File: src/rtl/pass_scheduler_pkg.sv
// Shared types for the layer pass scheduler: FSM states,
// layer-type codes and the depthwise halo default.
package pass_scheduler_pkg;

  localparam int unsigned DW_HALO_DEF = 2;

  localparam logic [1:0] LT_CONV      = 2'd0;
  localparam logic [1:0] LT_DEPTHWISE = 2'd1;
  localparam logic [1:0] LT_POINTWISE = 2'd2;
  localparam logic [1:0] LT_FC        = 2'd3;

  typedef enum logic [2:0] {
    S_IDLE,
    S_ISSUE,
    S_WAIT,
    S_ADV,
    S_DONE
  } sched_state_e;

endpackage

File: src/rtl/tile_geom_calc.sv
// Pass geometry: On_real = min(remaining, tile_max), halo for depthwise.
// Ports: remaining/tile_max/tile_idx/type in; on_real/tile_n/first/last out.
module tile_geom_calc
  import pass_scheduler_pkg::*;
#(
  parameter int unsigned CNT_W   = 32,
  parameter int unsigned DW_HALO = DW_HALO_DEF
) (
  input  logic [CNT_W-1:0] remaining_i,
  input  logic [CNT_W-1:0] tile_max_i,
  input  logic [CNT_W-1:0] tile_idx_i,
  input  logic [1:0]       layer_type_i,
  output logic [CNT_W-1:0] on_real_o,
  output logic [CNT_W-1:0] tile_n_o,
  output logic             first_o,
  output logic             last_o
);

  always_comb begin
    last_o    = (remaining_i <= tile_max_i);
    on_real_o = last_o ? remaining_i : tile_max_i;
    tile_n_o  = on_real_o;
    if (layer_type_i == LT_DEPTHWISE) begin
      tile_n_o = on_real_o + CNT_W'(DW_HALO);
    end
    first_o   = (tile_idx_i == '0);
  end

endmodule

File: src/rtl/pass_scheduler.sv
// Layer sequencer: splits On into passes, issues pass_start, waits for done.
// Ports: layer ctrl/config in, pass geometry + GLB bases + status out.
module pass_scheduler
  import pass_scheduler_pkg::*;
#(
  parameter int unsigned ADDR_W  = 32,
  parameter int unsigned CNT_W   = 32,
  parameter int unsigned DW_HALO = DW_HALO_DEF
) (
  input  logic              clk,
  input  logic              rst_n,
  input  logic              layer_start_i,
  input  logic              layer_abort_i,
  input  logic [1:0]        layer_type_i,
  input  logic [CNT_W-1:0]  total_n_i,
  input  logic [CNT_W-1:0]  tile_n_max_i,
  input  logic [ADDR_W-1:0] ifmap_base_i,
  input  logic [ADDR_W-1:0] ipsum_base_i,
  input  logic [ADDR_W-1:0] opsum_base_i,
  input  logic [ADDR_W-1:0] ifmap_stride_i,
  input  logic [ADDR_W-1:0] opsum_stride_i,
  input  logic              pass_done_i,
  output logic              pass_start_o,
  output logic [CNT_W-1:0]  tile_n_o,
  output logic [CNT_W-1:0]  On_real_o,
  output logic              n_tile_is_first_o,
  output logic              n_tile_is_last_o,
  output logic [ADDR_W-1:0] ifmap_GLB_base_addr_o,
  output logic [ADDR_W-1:0] ipsum_GLB_base_addr_o,
  output logic [ADDR_W-1:0] opsum_GLB_base_addr_o,
  output logic [CNT_W-1:0]  tile_idx_o,
  output logic              busy_o,
  output logic              layer_done_o
);

  sched_state_e state_q, state_d;

  logic [CNT_W-1:0]  rem_q, rem_d;
  logic [CNT_W-1:0]  tmax_q, tmax_d;
  logic [CNT_W-1:0]  idx_q, idx_d;
  logic [1:0]        type_q, type_d;
  logic [ADDR_W-1:0] ifa_q, ifa_d;
  logic [ADDR_W-1:0] ipa_q, ipa_d;
  logic [ADDR_W-1:0] opa_q, opa_d;
  logic [ADDR_W-1:0] ifs_q, ifs_d;
  logic [ADDR_W-1:0] ops_q, ops_d;

  logic [CNT_W-1:0]  on_q, tn_q;
  logic              first_q, last_q;
  logic              start_q, done_q, busy_q;
  logic              geom_ld;

  logic [CNT_W-1:0]  g_on, g_tn;
  logic              g_first, g_last;

  // Geometry is computed from next-state counters so it
  // lands in its registers together with the ISSUE state.
  tile_geom_calc #(
    .CNT_W   (CNT_W),
    .DW_HALO (DW_HALO)
  ) u_geom (
    .remaining_i  (rem_d),
    .tile_max_i   (tmax_d),
    .tile_idx_i   (idx_d),
    .layer_type_i (type_d),
    .on_real_o    (g_on),
    .tile_n_o     (g_tn),
    .first_o      (g_first),
    .last_o       (g_last)
  );

  always_comb begin
    state_d = state_q;
    rem_d   = rem_q;
    tmax_d  = tmax_q;
    idx_d   = idx_q;
    type_d  = type_q;
    ifa_d   = ifa_q;
    ipa_d   = ipa_q;
    opa_d   = opa_q;
    ifs_d   = ifs_q;
    ops_d   = ops_q;
    geom_ld = 1'b0;
    if (layer_abort_i) begin
      state_d = S_IDLE;
    end else begin
      unique case (state_q)
        S_IDLE: begin
          if (layer_start_i) begin
            rem_d  = total_n_i;
            tmax_d = (tile_n_max_i == '0) ? CNT_W'(1) : tile_n_max_i;
            idx_d  = '0;
            type_d = layer_type_i;
            ifa_d  = ifmap_base_i;
            ipa_d  = ipsum_base_i;
            opa_d  = opsum_base_i;
            ifs_d  = ifmap_stride_i;
            ops_d  = opsum_stride_i;
            if (total_n_i == '0) begin
              state_d = S_DONE;
            end else begin
              state_d = S_ISSUE;
              geom_ld = 1'b1;
            end
          end
        end
        S_ISSUE: state_d = S_WAIT;
        S_WAIT: begin
          if (pass_done_i) begin
            state_d = last_q ? S_DONE : S_ADV;
          end
        end
        S_ADV: begin
          rem_d   = rem_q - on_q;
          idx_d   = idx_q + CNT_W'(1);
          ifa_d   = ifa_q + ifs_q;
          ipa_d   = ipa_q + ops_q;
          opa_d   = opa_q + ops_q;
          geom_ld = 1'b1;
          state_d = S_ISSUE;
        end
        S_DONE:  state_d = S_IDLE;
        default: state_d = S_IDLE;
      endcase
    end
  end

  always_ff @(posedge clk or negedge rst_n) begin
    if (!rst_n) begin
      state_q <= S_IDLE;
      rem_q   <= '0;
      tmax_q  <= '0;
      idx_q   <= '0;
      type_q  <= '0;
      ifa_q   <= '0;
      ipa_q   <= '0;
      opa_q   <= '0;
      ifs_q   <= '0;
      ops_q   <= '0;
      on_q    <= '0;
      tn_q    <= '0;
      first_q <= 1'b0;
      last_q  <= 1'b0;
      start_q <= 1'b0;
      done_q  <= 1'b0;
      busy_q  <= 1'b0;
    end else begin
      state_q <= state_d;
      rem_q   <= rem_d;
      tmax_q  <= tmax_d;
      idx_q   <= idx_d;
      type_q  <= type_d;
      ifa_q   <= ifa_d;
      ipa_q   <= ipa_d;
      opa_q   <= opa_d;
      ifs_q   <= ifs_d;
      ops_q   <= ops_d;
      if (geom_ld) begin
        on_q    <= g_on;
        tn_q    <= g_tn;
        first_q <= g_first;
        last_q  <= g_last;
      end
      start_q <= (state_d == S_ISSUE);
      done_q  <= (state_q == S_DONE) && !layer_abort_i;
      busy_q  <= (state_d != S_IDLE);
    end
  end

  assign pass_start_o          = start_q;
  assign tile_n_o              = tn_q;
  assign On_real_o             = on_q;
  assign n_tile_is_first_o     = first_q;
  assign n_tile_is_last_o      = last_q;
  assign ifmap_GLB_base_addr_o = ifa_q;
  assign ipsum_GLB_base_addr_o = ipa_q;
  assign opsum_GLB_base_addr_o = opa_q;
  assign tile_idx_o            = idx_q;
  assign busy_o                = busy_q;
  assign layer_done_o          = done_q;

endmodule

File: config.mk
export PLATFORM = sky130hd
export DESIGN_NAME = pass_scheduler
export DESIGN_NICKNAME = d
export VERILOG_FILES = /design/src/rtl/pass_scheduler_pkg.sv /design/src/rtl/tile_geom_calc.sv /design/src/rtl/pass_scheduler.sv
export SDC_FILE = /design/constraint.sdc
export NUM_CORES = 1
export LEC_CHECK = 0
export CAP_MARGIN = 15
export CORE_MARGIN = 4
export CORE_UTILIZATION = 53
export DETAILED_ROUTE_END_ITERATION = 8
export HOLD_SLACK_MARGIN = 0.1
export PLACE_DENSITY = 0.81
export SLEW_MARGIN = 20
export SYNTH_ARGS = -nofsm -noshare
export SYNTH_HDL_FRONTEND = slang
export SYNTH_SLANG_ARGS = --single-unit
File: constraint.sdc
create_clock -name clk -period 8.88 [get_ports clk]
set_clock_uncertainty 0.1 [all_clocks]
set_input_delay 1.776 -clock clk [delete_from_list [all_inputs] [get_ports clk]]
set_output_delay 1.776 -clock clk [all_outputs]
set_load 0.01 [all_outputs]
==> flow_metrics.tcl <==
set metrics [dict create \
    status "finished, final reports clean" \
    rr_worst_depth 26 \
    grt_max_degree 154 \
    first_pass_iters 6 \
    ys_ff_latch 329 \
    grt_setup_unrepaired "no" \
    drc_errors 0 \
    p_seq_frac 0.251 \
    ioPinCount 428 \
    drtIter0Drc 2427 \
    cts_buffer_depth 3 \
    critPathTopFamily "simple AND/OR/NAND/NOR gates" \
    max_freq_mhz 126 \
    cts_tree "done" \
    cp.required_ps 9270 \
    synth_area_um2 22200 \
    coreArea_um2 41100 \
    start_kind "primary input" \
    r2r_slack_ps 1410 \
    cts.sinks 329 \
    core.rowCount 74 \
    slew_violations 0 \
    grt_overflow 0 \
    slowest_stage "a222oi_1" \
    routedWlPerCell_um 22.7 \
    worst_pin_slew_ps 1070 \
    yosys_warnings 0 \
    die_w_um 213 \
    r2r_end "tile_n_o[31]" \
    path_depth 19 \
    synth_area_leaders "dfrtp_1 37%, ha_1 8.9%, o21ai_0 5.6%" \
    post_cts_buffers 0 \
    drv_cap 0 \
    multiInputGateArea_um2 13100 \
    peakVddDrop_mv 0.214 \
    clk_pin_slew_ps 60 \
    grt_pass1_wl_um 121000 \
    intPower_uw 5180 \
    grt.total_usage 0.339 \
    synth-edff-count 0 \
    period_needed_ps 7910 \
    portBuffers 427 \
    cts_root_buf "clkbuf_16" \
    fp.dieArea_um2 45300 \
    num-fill-cells 3341 \
    ys_seq_area_frac 0.370 \
    clk_latency_ps 570 \
    critPathCapture "tile_n_o[31]" \
    place_congestion 0.965 \
    total_power_uw 9380 \
    slew_headroom 0.290 \
    path_buf_inv 4 \
    cts_hold_buf 0 \
    cts_made_buffers 38 \
    synthDominantCellAreaShare 0.370 \
    switching_power_uw 4200 \
    wirelength_um 80000 \
    area_growth_pct 26.9 \
    combPwrFrac 0.582 \
    end_kind "flip-flop" \
    setup_viol 0 \
    swShare 0.448 \
    yosysTopAreaCell "dfrtp_1" \
    power.leakage_uw 0.0123 \
    hold_start "tile_n_o[10]" \
    htreeDepth 2 \
    antenna_left 0 \
    final_nets 3354 \
    crit_type "primary input to flip-flop" \
    final_hold_viol_count 0 \
    cp_data_arrival_time_ps 8300 \
    worstReg2RegStart "On_real_o[9]" \
    cts_resized 0 \
    via_per_inst 6.23 \
    num_vias 21975 \
    synth_top_flop_cell "dfrtp_1" \
    start_util 0.541 \
    hold_class "flip-flop to flip-flop" \
    critPathMaxFanout 45 \
    startpoint "layer_start_i" \
    dp_hpwl_um 61300 \
    antenna_found_initial 6 \
    timing.setup.tns_ps 0 \
    worst_path_largest_cell_delay_ps 750 \
    drive_gt1_frac 0.0672 \
    grt_pass1_vias 21365 \
    die_y_um 213 \
    seq_area_um2 8230 \
    finalCritPeriodShare 0.891 \
    syn_nets 2974 \
    synth-async-reset-ratio 1.00 \
    p_clk_frac 0.167 \
    pwr_density_cell_nw_per_um2 333 \
    crit_path_cell_trace "clkdlybuf4s50_1 -> or3b_1 -> a21o_4 -> a222oi_1 -> inv_1 -> ha_1 -> nand4_1 -> a2111oi_0 -> nor4bb_1 -> buf_4 -> o21ai_4 -> buf_4 -> nor3_1 -> a21oi_1 -> o21ai_0 -> or4_1 -> or4b_4 -> or4_1 -> a31oi_1" \
    syn_inst 2581 \
    yosys.cell_types.count 89 \
    avgSynthCellArea_um2 8.61 \
]
==> cells in the final DEF, fill, tap and decap left out, types with 14 or more instances in the layout <==
| cell type | Yosys | layout |
|---|---|---|
| inv_1 | 107 | 107 |
| nand2b_1 | 22 | 22 |
| nand4_1 | 34 | 34 |
| nand2_1 | 317 | 316 |
| a211oi_1 | 16 | 16 |
| a22oi_1 | 18 | 18 |
| and3_1 | 35 | 35 |
| a21oi_1 | 236 | 235 |
| o211ai_1 | 14 | 14 |
| nor3_1 | 28 | 28 |
| clkbuf_16 | 0 | 38 |
| xor2_1 | 47 | 47 |
| mux2i_1 | 35 | 35 |
| o31ai_1 | 19 | 19 |
| nor4_1 | 30 | 30 |
| a31oi_1 | 50 | 50 |
| o21a_1 | 20 | 20 |
| clkdlybuf4s50_1 | 0 | 426 |
| mux2_2 | 70 | 70 |
| o21ai_0 | 249 | 249 |
| ha_1 | 158 | 158 |
| dfrtp_1 | 329 | 329 |
| buf_4 | 9 | 36 |
| nand3_1 | 59 | 59 |
| xnor2_1 | 72 | 72 |
| a21o_1 | 69 | 68 |
| nor2_1 | 199 | 197 |
| o21bai_1 | 18 | 18 |
| nor2b_1 | 15 | 15 |
| or3_1 | 14 | 14 |
==> power groups by stage <==
stage	Sequential, uW	Combinational [uW]	Clock, uW
finish	2360	5460	1560
global route	2400	5950	1650
CTS	2350	5380	1590
detailed placement	2370	5330	0
global placement	2360	5220	0
floorplan	2350	3440	0
==> tightest hold or removal path, delay by kind of cell, from the launching register on <==
kind / cells / cell delay (ps)
compound gates: 1 / 60
flops: 1 / 340
simple gates: 1 / 40
==> registers in the layout, indices dropped and copies added (netlist names), 2 cells and up <==
register,count
On_real_o,32
ifmap_GLB_base_addr_o,32
ifs_q,32
ipsum_GLB_base_addr_o,32
ops_q,32
opsum_GLB_base_addr_o,32
rem_q,32
tile_idx_o,32
tmax_q,32
tile_n_o,31
state_q,3
type_q,2
==> metal layers <==
layer,global-route usage,vias to the layer above,wire [um]
met5,0,-,12
met4,0.132,2,3250
met3,0.0673,186,7190
met2,0.546,1100,36600
met1,0.455,10571,33000
li1,-,10116,-
==> how the worst min path moves through the flow <==
stage | slack [ps] | cells after the start | to
detailed placement | 370 | 2 | tile_n_o[3]
floorplan | 370 | 2 | tmax_q[21]
finish | 380 | 2 | tile_n_o[10]
global placement | 360 | 1 | tile_n_o[7]
global route | 410 | 2 | tile_n_o[10]
CTS | 390 | 2 | tile_n_o[10]
==> cell usage after synthesis, types with 7 or more instances <==
master	number
buf_2	13
or4_1	8
buf_4	9
clkbuf_1	87
buf_1	13
xnor2_1	72
nand2_1	317
nand3_1	59
nor2b_1	15
xor2_1	47
o31ai_1	19
a2111oi_0	10
a211oi_1	16
ha_1	158
a31oi_1	50
a22oi_1	18
o21ai_1	12
o31a_1	7
mux2i_1	35
inv_1	107
o21ai_0	249
o22ai_1	8
nand2b_1	22
a21o_1	69
nor3_1	28
nor4_1	30
dfrtp_1	329
nor2_1	199
o211ai_1	14
mux2_2	70
nor3b_1	7
or3_1	14
o21a_1	20
a21oi_1	236
nand4_1	34
and3_1	35
o21bai_1	18
==> cell families after synthesis <==
group / count (synthesis) / synth area share
adders and majority gates: 162 / 0.0926
xor gates and xnor gates: 119 / 0.0469
muxes: 106 / 0.0519
and+or+nand+nor: 815 / 0.173
DFF: 329 / 0.370
AOI/OAI and AO/OA: 815 / 0.222
buffers and inverters: 235 / 0.0430
==> through the flow <==
stage	hold WS, ps	utilization	cells	worst slack, ps	cell area, um2
after floorplan	370	-	2581	397	22200
after global placement	364	0.656	3453	675	27000
after detailed placement	373	0.656	3453	532	27000
after CTS	386	0.686	3521	1120	28200
after global routing	409	0.686	3526	774	28200
final	381	0.686	3527	967	28200
==> layout make-up <==
type	count	area share
multi-input combinational	2017	0.464
sequential	329	0.292
timing repair buffer	465	0.163
clock buffer	57	0.0384
tap	532	0.0236
inverter	110	0.0146
clock inverter	11	0.00439
antenna	6	0.000532
(Power assumes the default switching activity.)
==> RTL edit, RTL diff (same settings) <==
Change the parameter `ADDR_W` from 32 to 16.
--- a/src/rtl/pass_scheduler.sv
+++ b/src/rtl/pass_scheduler.sv
@@ -5,3 +5,3 @@
 #(
-  parameter int unsigned ADDR_W  = 32,
+  parameter int unsigned ADDR_W  = 16,
   parameter int unsigned CNT_W   = 32,
Interface: changed (8 resized); port bits go from 428 to 300. The function was not compared with the original's and may differ.
==> RTL edit against the original RTL <==
Worst setup slack worse by 0.57 ns; area after synthesis down 25%; first-iteration DRC count down 27%; sequential power down 26%; sequential cell count down 80; count of clock-buffer cells in the layout down 14; cell area down 26%; critical endpoint unchanged; via count down 25%; combinational power down 30%; sequential share of layout area up 0.47 points; power down 28%; wire length down 30%; critical path depth up 10; largest power group unchanged.
==> RTL edit: results (changes against the original RTL) <==
* Count of input and output buffers at 299 (was 427)
* Initial antenna violation count at 1 (was 6)
* Crit Path Category: reg2reg (was in2reg)
* CTS Buf Count at 29 (was 38)
* Layout net count at 2,478 (was 3,354)
* Largest net degree at the start of global routing at 110 (was 154)
* Peak VDD IR at 0.217 mV (was 0.214 mV)
* Share of cells above drive strength 1 at 0.0672 (about the same)
* Hold/Removal Path Class: reg2reg (unchanged)
* H-tree depth at 1 (was 2)
* Clock Tree Root: clkbuf_16 (unchanged)
* Synth top cells by count: 249 x dfrtp_1, 246 x nand2_1, 189 x o21ai_0 (was 329 x dfrtp_1, 317 x nand2_1, 249 x o21ai_0)
* Cts repair resizes at 0 (unchanged)
* Iteration-0 DRC Markers at 1,763 (was 2,427)
* Place WS at 0.352 ns (was 0.532 ns)
* Yosys Warn Count at 0 (unchanged)
* Top cells by area, synth: dfrtp_1 37%, ha_1 8.3%, o21ai_0 5.7%, nand2_1 5.6%, a21oi_1 4.1% (was dfrtp_1 37%, ha_1 8.9%, o21ai_0 5.6%, nand2_1 5.4%, a21oi_1 5.3%)
* Final WL at 56.1 mm (was 80.0 mm)
* Clk buf depth at 3 (unchanged)
* FMAX at 118 MHz (was 126 MHz)
* Mapped Avg Cell Area at 8.59 sq um (was 8.61 sq um)
* GPL Wtd Cong at 0.939 (was 0.965)
* Mapped Nets at 2,200 (was 2,974)
* TritonRoute pass-1 iters at 7 (was 6)
* Cells after DPL at 2,578 (was 3,453)
* Grt met3 use at 0.0497 (was 0.0673)
* Max incr delay on CP at 0.69 ns (was 0.75 ns)
* Area after DPL at 0.0201 sq mm (was 0.0270 sq mm)
* Slew HR at 0.312 (was 0.290)
* DP Wirelength at 41.3 mm (was 61.3 mm)
* Asr flop ratio synth at 1.00 (unchanged)
* First-pass GRT wire length at 88.0 mm (was 121 mm)
* Worst Path Arrival at 8.83 ns (was 8.30 ns)
* Global Route met1 Usage at 0.452 (was 0.455)
* R2r setup slk at 0.40 ns (was 1.41 ns)
* Vias in the first global route at 16,200 (was 21,400)
* Clk pin slew, worst setup/hold paths at 0.06 ns (about the same)
* Outcome: completed (unchanged)
* Via density at 6.29 (was 6.23)
* Met2 usage at 0.510 (was 0.546)
* Drt wl/cell at 21.3 um (was 22.7 um)
* Seq/Total Area, Yosys at 0.375 (was 0.370)
* Worst-skew pair later-pin latency at 0.57 ns (about the same)
* GRT Resource Usage Total at 0.319 (was 0.339)
* Synth unique cells at 86 (was 89)
* Fillers at 2,461 (was 3,341)
* Post-CTS setup buffers at 0 (unchanged)
* Worst hold slack at 0.390 ns (was 0.381 ns)
* CP max stage cell: a211oi_1 (was a222oi_1)
* Leakage at 9.12 nW (was 12.3 nW)
* CP max FO at 7 (was 45)
-- RTL edit: critical path, delay by kind of cell, from the launching register on --
family	cells	cell delay, ns
buf+inv	3	0.51
simple gates	11	2.78
flops	1	0.45
fa+ha+maj	4	1.31
compound gates	11	3.21
-- RTL edit: cell families (layout without fill, tap and decap cells) --
family,count (synthesis),after routing,share of synthesized area
mux,83,83,0.0528
xor+xnor,54,54,0.0285
compound gates,578,578,0.216
buf+inv,192,488,0.0464
other cells,0,1,0
fa+ha+maj,114,114,0.0876
simple gates,665,665,0.193
flops,249,249,0.375
-- RTL edit: where the power goes --
part           internal, mW  leakage, nW  switching [mW]
Combinational          1.63         5.61            2.18
Clock                 0.704        0.451           0.490
Sequential             1.47         3.06           0.281
Total                  3.80         9.12            2.95
-- RTL edit: area by class of cell --
type	instances	area, sq um	area share
Multi-Input combinational cell	1494	9660	0.459
Antenna cell	1	2.50	0.000119
Timing Repair Buffer	343	3340	0.159
Clock buffer	43	838	0.0399
Tap cell	396	495	0.0236
Inverter	96	360	0.0171
Clock inverter	6	90.1	0.00429
Sequential cell	249	6230	0.297
-- RTL edit: path summary, 6_finish.rpt --
check | startpoint | end | cells after the start
max | On_real_o[0] | tile_n_o[31] | 29
min | tile_n_o[5] | tile_n_o[5] | 2
max reg2reg | On_real_o[0] | tile_n_o[31] | 29
min reg2reg | tile_n_o[5] | tile_n_o[5] | 2
max in group asynchronous | rst_n | rem_q[8] | 2
min in group asynchronous | rst_n | tile_idx_o[26] | 1
-- RTL edit: per-layer routing --
| layer | wire (um) | vias to the layer above |
|---|---|---|
| li1 | - | 7598 |
| met1 | 23900 | 7950 |
| met2 | 25400 | 862 |
| met3 | 5080 | 114 |
| met4 | 1670 | 0 |
| met5 | 0 | - |
